--- config.mk ---
export PLATFORM = sky130hd
export DESIGN_NAME = mem_port_arbiter
export DESIGN_NICKNAME = d
export VERILOG_FILES = /design/src/rtl/mem_port_arbiter.sv
export SDC_FILE = /design/constraint.sdc
export NUM_CORES = 1
export LEC_CHECK = 0
export CELL_PAD_IN_SITES_DETAIL_PLACEMENT = 2
export CELL_PAD_IN_SITES_GLOBAL_PLACEMENT = 2
export CORE_MARGIN = 2
export CORE_UTILIZATION = 24
export CTS_CLUSTER_SIZE = 20
export DETAILED_ROUTE_END_ITERATION = 10
export GPL_ROUTABILITY_DRIVEN = 0
export GPL_TIMING_DRIVEN = 1
export MAX_ROUTING_LAYER = met4
export PLACE_DENSITY = 0.87
export SYNTH_ARGS = -nofsm -noshare
export SYNTH_HDL_FRONTEND = slang
export SYNTH_SLANG_ARGS = --single-unit
--- constraint.sdc ---
create_clock -name clk -period 2.5 [get_ports clk]
set_input_delay 0.5 -clock clk [delete_from_list [all_inputs] [get_ports clk]]
set_output_delay 0.5 -clock clk [all_outputs]
set_load 0.005 [all_outputs]
--- src/rtl/mem_port_arbiter.sv ---
//==============================================================================
// Module      : mem_port_arbiter
// Description : Shares a single 16-bit memory port between the two-beat fetch
//               path and the single-beat data path. Fair alternation on
//               contention. Define MEM_WAIT_EN to honour mem_ready.
// Revision    : 1.0 - initial release
//==============================================================================
`default_nettype none

module mem_port_arbiter (
    input  logic        clk,
    input  logic        rst,
    input  logic        f_req,
    input  logic [15:0] f_addr,
    input  logic        f_abort,
    output logic [15:0] f_opc,
    output logic [15:0] f_arg,
    output logic        f_hold,
    input  logic        d_req,
    input  logic        d_we,
    input  logic [15:0] d_addr,
    input  logic [15:0] d_wdata,
    output logic [15:0] d_rdata,
    output logic        d_ack,
    output logic        mem_en,
    output logic        mem_we,
    output logic [15:0] mem_addr,
    output logic [15:0] mem_wdata,
    input  logic [15:0] mem_rdata,
    input  logic        mem_ready
);

    typedef enum logic [1:0] {
        S_IDLE  = 2'd0,
        S_F_OPC = 2'd1,
        S_F_ARG = 2'd2,
        S_DATA  = 2'd3
    } state_t;

    state_t      state_q;
    logic        last_data_q;
    logic        abort_q;
    logic [15:0] opc_stage_q;
    logic [15:0] f_opc_q;
    logic [15:0] f_arg_q;
    logic        f_hold_q;
    logic [15:0] d_rdata_q;
    logic        d_ack_q;
    logic        mem_en_q;
    logic        mem_we_q;
    logic [15:0] mem_addr_q;
    logic [15:0] mem_wdata_q;

    logic ready;
`ifdef MEM_WAIT_EN
    assign ready = mem_ready;
`else
    logic unused_mem_ready;
    assign unused_mem_ready = mem_ready;
    assign ready            = 1'b1;
`endif

    // A requester that is completing this cycle is masked so the other side
    // gets the free grant slot.
    logic eff_data;
    logic eff_fetch;
    logic grant_data;
    logic grant_fetch;
    logic abort_now;

    assign eff_data    = d_req & ~d_ack_q;
    assign eff_fetch   = f_req & f_hold_q;
    assign grant_data  = eff_data & (~eff_fetch | ~last_data_q);
    assign grant_fetch = eff_fetch & ~grant_data;
    assign abort_now   = abort_q | f_abort;

    always_ff @(posedge clk) begin
        if (rst) begin
            state_q     <= S_IDLE;
            last_data_q <= 1'b0;
            abort_q     <= 1'b0;
            opc_stage_q <= 16'h0000;
            f_opc_q     <= 16'h0000;
            f_arg_q     <= 16'h0000;
            f_hold_q    <= 1'b1;
            d_rdata_q   <= 16'h0000;
            d_ack_q     <= 1'b0;
            mem_en_q    <= 1'b0;
            mem_we_q    <= 1'b0;
            mem_addr_q  <= 16'h0000;
            mem_wdata_q <= 16'h0000;
        end else begin
            f_hold_q <= 1'b1;
            d_ack_q  <= 1'b0;
            case (state_q)
                S_IDLE: begin
                    if (grant_data) begin
                        state_q     <= S_DATA;
                        last_data_q <= 1'b1;
                        mem_en_q    <= 1'b1;
                        mem_we_q    <= d_we;
                        mem_addr_q  <= d_addr;
                        mem_wdata_q <= d_wdata;
                    end else if (grant_fetch) begin
                        state_q     <= S_F_OPC;
                        last_data_q <= 1'b0;
                        abort_q     <= 1'b0;
                        mem_en_q    <= 1'b1;
                        mem_we_q    <= 1'b0;
                        mem_addr_q  <= f_addr;
                    end
                end
                S_F_OPC: begin
                    if (f_abort) begin
                        abort_q <= 1'b1;
                    end
                    if (ready) begin
                        if (abort_now) begin
                            state_q  <= S_IDLE;
                            abort_q  <= 1'b0;
                            mem_en_q <= 1'b0;
                        end else begin
                            state_q     <= S_F_ARG;
                            opc_stage_q <= mem_rdata;
                            mem_addr_q  <= mem_addr_q + 16'd2;
                        end
                    end
                end
                S_F_ARG: begin
                    if (f_abort) begin
                        abort_q <= 1'b1;
                    end
                    if (ready) begin
                        state_q  <= S_IDLE;
                        abort_q  <= 1'b0;
                        mem_en_q <= 1'b0;
                        // Opcode is staged so an aborted fetch leaves both
                        // visible words untouched.
                        if (!abort_now) begin
                            f_opc_q  <= opc_stage_q;
                            f_arg_q  <= mem_rdata;
                            f_hold_q <= 1'b0;
                        end
                    end
                end
                S_DATA: begin
                    if (ready) begin
                        state_q  <= S_IDLE;
                        mem_en_q <= 1'b0;
                        mem_we_q <= 1'b0;
                        d_ack_q  <= 1'b1;
                        if (!mem_we_q) begin
                            d_rdata_q <= mem_rdata;
                        end
                    end
                end
                default: begin
                    state_q  <= S_IDLE;
                    mem_en_q <= 1'b0;
                    mem_we_q <= 1'b0;
                end
            endcase
        end
    end

    assign f_opc     = f_opc_q;
    assign f_arg     = f_arg_q;
    assign f_hold    = f_hold_q;
    assign d_rdata   = d_rdata_q;
    assign d_ack     = d_ack_q;
    assign mem_en    = mem_en_q;
    assign mem_we    = mem_we_q;
    assign mem_addr  = mem_addr_q;
    assign mem_wdata = mem_wdata_q;

endmodule

`default_nettype wire

[Word-level counts from Yosys, hierarchy flattened]
Cells that the tools add are included.
W data, S select, Z words.
Cells by class
  reduce and logical (&&, ||, !) cells: 16
  add/sub/neg operators: 1
  equality and inequality tests: 9
  bitwise operators: 13
  muxes and demuxes: 22
Operator list (number)
  $mux W16: 3
  $pmux W16 S2: 1
  $add A16 B2 Y16 const B: 1
  $reduce_and A2 Y1: 7
  $mux W1: 11
  $ne A2 B2 Y1 const B: 4
  $not A1 Y1: 7
  $mux W2: 3
  $ne A3 B3 Y1 const B: 2
  $pmux W1 S3: 2
  $pmux W2 S3: 1
  $reduce_bool A2 Y1: 3
  $and A1 B1 Y1: 4
  $eq A2 B2 Y1 const B: 2
  $reduce_and A4 Y1: 1
  $reduce_or A2 Y1: 2
  $reduce_and A3 Y1: 1
  $reduce_bool A3 Y1: 1
  $eq A2 B1 Y1 const B: 1
  $logic_not A2 Y1: 1
  $or A1 B1 Y1: 2
  $pmux W1 S2: 1
Storage, ports and cells
  input port bits: 71
  word-level logic and storage cells: 74
  output and inout bits: 84
  register bits after elaboration: 104

[Depth between registers and ports, before layout]
Gate-level depths: netlist (run 1).
  depth after elaboration: 9
  depth in mapped cells: 8

[Worst setup path before layout (run 1)]
OpenSTA, ideal clock, no wires.
  path type: register -> register
  start: register state_q[1]
  end: register mem_addr_q[15], in the netlist mem_addr[15]
  setup slack: 0.536 ns
  clock period less this slack: 1.964 ns
  data required time: 2.426 ns
  arrival: 1.889 ns
  path buffers: 1
  cell stages (with the launch flop): 9
  cell sequence: dfxtp_1 inv_1 ha_1 buf_4 or3b_4 a32oi_4 nand3_2 or4_1 o21ai_0
On the way
  longest elaborated chain between the ends: 3
RTL lines
  start, declared: RTL line 40  | state_t state_q;
  start signal, assigned: RTL line 79  | state_q <= S_IDLE;
  start signal, assigned: RTL line 98  | state_q <= S_DATA;
  start signal, assigned: RTL line 105  | state_q <= S_F_OPC;
  $eq A2 B1 Y1 or $logic_not A2 Y1 (tied branches): RTL line 95  | case (state_q)
  $ne A2 B2 Y1 (no line), or another cell as far along
  $reduce_and A3 Y1 (no line)
  end signal, assigned: RTL line 102  | mem_addr_q <= d_addr;
  end signal, assigned: RTL line 110  | mem_addr_q <= f_addr;
  end signal, assigned: RTL line 125  | mem_addr_q <= mem_addr_q + 16'd2;
  end, declared: RTL line 51  | logic [15:0] mem_addr_q;
Parallel ways exist; a longest one is shown, timed or not.
A chain may end at the register's enable or synchronous reset.

[Worst setup path in the final report (run 1)]
  start: register state_q[1]
  end: register mem_addr_q[11], in the netlist mem_addr[11]
The elaborated chain is that of the path after synthesis.

==> impl_metrics.yaml, run 1 <==
worst_setup_path:
  worst_path_max_delay_cell: "or3_1"
  setup.worst_path.class: "reg2reg"
  crit_start: "state_q[1]$_SDFFE_PP0P_"
  endpoint_kind: "flop"
  cp-start-kind: "flop"
  max_stage_delay_ns: 0.36
  reg2reg_from: "state_q[1]$_SDFFE_PP0P_"
  path_cells: "inv_1, ha_1, buf_4, nand4_1, nor2_1, nand3_1, or3_1, a31oi_1"
  path_max_fanout: 8
  required_ns: 2.77
  crit_arrival_ns: 2.41
floorplan:
  die-area_sq_mm: 0.0190
  fp.dieW_um: 138
  initial_core_util_pct: 24.7
  core_area_sq_mm: 0.0174
  row_count: 48
  fp.dieH_um: 138
  io_pins: 155
drt:
  avgViaCountPerCell: 4.86
  routedWlPerCell_um: 19.0
  first_pass_iters: 4
  wl_um: 17500
  drtAntennaViolNets: 0
  initialDrtViolationCount: 164
  vias: 4478
  drc: 0
sta:
  clock_skew_ns: 0.00990
  finalHoldViolCount: 0
  rsz0062_at_grt: "false"
  drv_slew: 0
  slew_headroom_pct: 51.1
  setup_viol: 0
  tightest_slew_ns: 0.733
  final.period_utilization_pct: 85.8
  period_minus_slack_ns: 2.15
  max_freq_ghz: 0.466
  hold_ws_ns: 0.457
  fin_tns_setup_ns: 0
grt:
  antenna_found_initial: 0
  top_usage_layer: "met2"
  use_met3_pct: 3.55
  grt_pass1_vias: 5012
  track_usage_pct: 19.2
  globalRouteMet1Util_pct: 21.3
  grt_pass1_wl_um: 27000
  grt_use_met2_pct: 33.8
  grt_max_degree: 58
  gr-total-overflow: 0
power_and_ir_drop:
  ir_drop_uv: 340
  total_power_mw: 4.51
  power_density_mw_per_mm2: 699
  leakage_nw: 2.22
placed_design:
  dp.cells: 905
  portBuffers: 153
  dp_hpwl_um: 13100
yosys:
  postSynth.asyncResetShare_pct: 0
  ys_top_cells_by_area: "dfxtp_1 48%, nand2_1 16%, a21oi_1 11%, clkbuf_1 2.5%, mux2_2 2.1%"
  synth_warnings: 0
  ys_seq_area_share_pct: 48.4
  yosys.area.top_type: "dfxtp_1"
  yosys_most_used_dff: "dfxtp_1"
  netlist_instances: 542
  synthAdderAreaFrac_pct: 1.74
  synth_common_cells: "189 x nand2_1, 104 x dfxtp_1, 96 x a21oi_1, 29 x clkbuf_1, 14 x nor2_1"
  synth_top_area_share_pct: 48.4
  synth.area.mux_share_pct: 3.95
  synth_edf_count: 0
  yosysUniqueCellTypes: 45
  synthXorXnorAreaFrac_pct: 0
  synth_compound_area_share_pct: 19.4
  syn-cell-area_sq_mm: 0.00430
  syn_area_per_cell_sq_um: 7.94
  syn-num-nets: 619
  yosys.area_share.simple_pct: 22.9
  synth_top_family_by_area: "simple AND/OR/NAND/NOR gates"
  ys_ff_latch: 104
  yosysMostFrequentCell: "nand2_1"
finish:
  nets: 768
  antenna_cells: 0
  final_layout_size_suffix_gt1_share_pct: 7.04
  fillers: 1971
  syn2layout_area_growth_pct: 49.9
  final_cell_count_no_fill: 921
clocking:
  clk_path_buf_depth: 2
  post_cts_resized: 0
  cts_tree: "built"
  cts_hold_buffers: 0
  cts_buffers: 9
  root_buffer: "clkbuf_16"
  clk_pin_slew_ns: 0.08
  cts.sinks: 104
  cts_setup_buffers: 0
  cts_htree_levels: 3
  insertion_delay_ns: 0.36
min_path:
  min_from: "opc_stage_q[1]$_SDFFE_PP0P_"
  hold_class: "reg2reg"
flow_run:
  cap_violations: 0
run_status:
  status: "finished clean"
[state kept, by name, summed over array words and instances (netlist names), 2 cells and up]
name	cells
f_opc	16
state_q	2
opc_stage_q	16
mem_wdata	16
f_arg	16
d_rdata	16
mem_addr	16
[path summary, 6_finish.rpt]
kind | to | slack (ns) | cells past startpoint
setup / recovery | mem_addr[11]$_SDFFE_PP0P_ | 0.35 | 8
hold / removal | f_opc[1]$_SDFFE_PP0P_ | 0.46 | 2
setup reg to reg | mem_addr[11]$_SDFFE_PP0P_ | 0.35 | 8
hold reg to reg | f_opc[1]$_SDFFE_PP0P_ | 0.46 | 2
[per-stage QoR]
step           setup slack (ns)  area, sq um  utilization, %
2_1_floorplan             0.536         4300               -
3_3_place_gp              0.245         6140            35.2
3_5_place_dp             0.0366         6140            35.2
4_1_cts                   0.345         6450            37.0
5_1_grt                   0.213         6450            37.0
6_report                  0.355         6450            37.0
[layer usage]
layer | part of all wire, % | vias to the layer above
li1 | - | 2133
met1 | 41 | 2191
met2 | 52 | 120
met3 | 3.9 | 34
met4 | 3.2 | 0
met5 | 0 | -
[power breakdown]
part           leakage [nW]  total, mW  switching (mW)  internal, mW
clock network         0.152       1.52           0.712         0.803
logic                  1.23       1.07           0.551         0.522
registers             0.846       1.92           0.136          1.79
total                  2.22       4.51            1.40          3.11
[cells in the final DEF (no fill, tap or decap), types with 3 or more instances in the layout]
cell / synthesis / routed
nand2_1: 189 / 189
clkdlybuf4s50_1: 0 / 152
dfxtp_1: 104 / 104
a21oi_1: 96 / 96
buf_4: 2 / 16
nor2_1: 14 / 14
o21ai_0: 12 / 12
clkbuf_16: 0 / 9
mux2_2: 8 / 8
mux2i_1: 8 / 8
inv_1: 6 / 6
nand3_1: 6 / 6
ha_1: 6 / 6
nand2b_1: 4 / 4
nand4_1: 4 / 4
a211oi_1: 4 / 4
nor2b_1: 4 / 4
a31oi_1: 4 / 4
a311oi_1: 3 / 3
o32a_1: 3 / 3
and3_1: 3 / 3
or3_1: 3 / 3
inv_8: 0 / 3
[kinds of logic (layout without fill, tap and decap cells)]
logic type,Yosys count,after routing
and+or+nand+nor,237,237
DFF,104,104
AOI/OAI and AO/OA,140,140
adders and majority gates,6,6
buffers and inverters,39,193
muxes,16,16
[final cells by class]
| cell class | instances | area [sq um] | share of cell area (%) |
|---|---|---|---|
| clock buffer | 9 | 225 | 3.49 |
| clock inverter | 7 | 88.8 | 1.38 |
| inverter | 7 | 26.3 | 0.407 |
| multi-input combinational | 399 | 2070 | 32.0 |
| sequential | 104 | 2080 | 32.3 |
| tap | 225 | 282 | 4.36 |
| timing repair buffer | 170 | 1680 | 26.1 |
[worst max-delay path, delay by kind of cell, from the launching register on]
kind                       cells  cell delay, ns
buffers and inverters          2            0.28
AOI/OAI and AO/OA              1            0.22
DFF                            1            0.35
adders and majority gates      1            0.19
and+or+nand+nor                4            1.02
(Power assumes the default switching activity.)
==> run 2, diff against run 1 <==
Clock period 2.5 ns to 2.1 ns, I/O delays scaled along.
==> run 2 against run 1 <==
Net effect:
- setup slack worse by 0.25 ns
- largest power group unchanged
- critical path type unchanged
- critical endpoint is now mem_addr[5]$_SDFFE_PP0P_
- global-route usage is 0.18 points lower
- design area is 2.4% higher
- sequential power is 19% higher
- count of clock-buffer cells in the layout stayed put
- worst hold slack better by 0.0043 ns
- fmax is 7.4% higher
- largest cell class unchanged
- sequential share of layout area is 0.73 points lower
- critical path depth is 1 lower
==> impl_metrics.yaml, run 2 (synthesis results as in run 1) <==
run_status:
  status: "finished clean"
worst_setup_path:
  endpoint_kind: "flop"
  setup.worst_path.class: "reg2reg"
  required_ns: 2.35
  path_buf_inv: 3
  cp_top_family: "compound AO/OA/AOI/OAI gates"
  critPathMostFrequentCell: "inv_1"
  crit_arrival_ns: 2.25
  worst_path_max_delay_cell: "o32ai_2"
  cp-start-kind: "flop"
  max_stage_delay_ns: 0.51
  path_max_fanout: 4
  path_cells: "inv_1, ha_1, inv_1, o32ai_2, buf_4, nor2_1, a32o_1"
drt:
  vias: 4567
  routedWlPerCell_um: 18.9
  initialDrtViolationCount: 193
  wl_um: 17700
  drc: 0
  drtAntennaViolNets: 0
  first_pass_iters: 4
  avgViaCountPerCell: 4.86
finish:
  fillers: 1966
  layout_common_cells: "189 x nand2_1, 152 x clkdlybuf4s50_1, 103 x dfxtp_1, 96 x a21oi_1, 31 x buf_4"
  mostFrequentLayoutCell: "nand2_1"
  nets: 785
  syn2layout_area_growth_pct: 53.5
  final_cell_count_no_fill: 940
  final_layout_size_suffix_gt1_share_pct: 9.68
clocking:
  cts_htree_levels: 3
  cts_hold_buffers: 0
  clk_path_buf_depth: 2
  root_buffer: "clkbuf_16"
  cts_buffers: 9
  cts.sinks: 104
  insertion_delay_ns: 0.36
  cts_tree: "built"
  clk_pin_slew_ns: 0.08
sta:
  hold_ws_ns: 0.461
  period_minus_slack_ns: 2.00
  finalHoldViolCount: 0
  setup_slack_ns: 0.102
  rsz0062_at_grt: "true"
  drv_slew: 0
  max_freq_ghz: 0.501
  final.period_utilization_pct: 95.1
  tightest_slew_ns: 0.498
  clock_skew_ns: 0.0138
  slew_headroom_pct: 66.8
  setup_viol: 0
power_and_ir_drop:
  total_power_mw: 5.48
  power_density_mw_per_mm2: 829
  combPwrFrac_pct: 25.5
  swShare_pct: 31.0
  power_frac_seq_pct: 41.6
  power_switching_mw: 1.70
  clock_power_share_pct: 32.8
  p_int_mw: 3.78
  ir_drop_uv: 408
  leakage_nw: 2.30
floorplan:
  fp.dieW_um: 138
  io_pins: 155
  die-area_sq_mm: 0.0190
  initial_core_util_pct: 24.7
  row_count: 48
  fp.dieH_um: 138
  core_area_sq_mm: 0.0174
grt:
  grt_pass1_wl_um: 26600
  gr-total-overflow: 0
  grt_pass1_vias: 5033
  antenna_found_initial: 2
  grt_max_degree: 68
  track_usage_pct: 19.0
min_path:
  hold_class: "reg2reg"
placed_design:
  dpl_worst_slack_ns: -0.210
  dp.cells: 919
  dp_hpwl_um: 13200
  portBuffers: 153
flow_run:
  cap_violations: 0
## run 2: changes by cell type in the layout (fill, tap and decap cells not counted), sizes merged
cell and delta:
buf +17, clkinv -2, clkinvlp +1, diode +2, inv +1
## run 2: area by class of cell
class	count	area, sq um	area share, %
antenna	2	5.00	0.0758
clock buffer	9	225	3.41
clock inverter	7	85.1	1.29
inverter	7	26.3	0.398
multi-input combinational	399	2070	31.4
sequential	104	2080	31.5
tap	225	282	4.26
timing repair buffer	187	1830	27.6
## run 2: timing repair
item,4_1_cts,5_1_grt
pin swaps,0,1
setup endpoints to repair,1,6
buffers inserted,0,3
cloned,0,0
gates resized for setup,1,4
## run 2: metrics by stage
step                      util, %  TNS (ns)  cell area [sq um]
after global routing         37.9   -0.0962               6610
after CTS                    37.7         0               6570
final                        37.9         0               6610
after global placement       35.9    -0.298               6250
after detailed placement     35.9     -2.44               6250
after floorplan                 -         0               4300
## run 2: power groups by stage
stage,Combinational [mW],Clock [mW],Sequential [mW]
2_1_floorplan,0.582,0,2.30
3_3_place_gp,1.27,0,2.30
3_5_place_dp,1.36,0,2.32
4_1_cts,1.37,1.86,2.28
5_1_grt,1.52,1.93,2.30
6_report,1.40,1.80,2.28
## run 2: tightest hold or removal path, stage by stage, from the launching register on
cell and delay (ns):
dfxtp_1 0.31, nand2_1 0.05, a21oi_1 0.05
## run 2: layer usage
layer / part of all wire, % / GRT usage [%]
met2: 53 / 34.7
met1: 40 / 20.5
met4: 2.2 / 7.20
met3: 4.2 / 3.36
met5: 0 / -
## run 2: path summary, 6_finish.rpt
| kind | slack, ns | end | startpoint | cells past startpoint |
|---|---|---|---|---|
| setup / recovery | 0.10 | mem_addr[5]$_SDFFE_PP0P_ | state_q[0]$_SDFFE_PP0P_ | 7 |
| hold / removal | 0.46 | f_opc[0]$_SDFFE_PP0P_ | f_opc[0]$_SDFFE_PP0P_ | 2 |
| setup reg to reg | 0.10 | mem_addr[5]$_SDFFE_PP0P_ | state_q[0]$_SDFFE_PP0P_ | 7 |
| hold reg to reg | 0.46 | f_opc[0]$_SDFFE_PP0P_ | f_opc[0]$_SDFFE_PP0P_ | 2 |
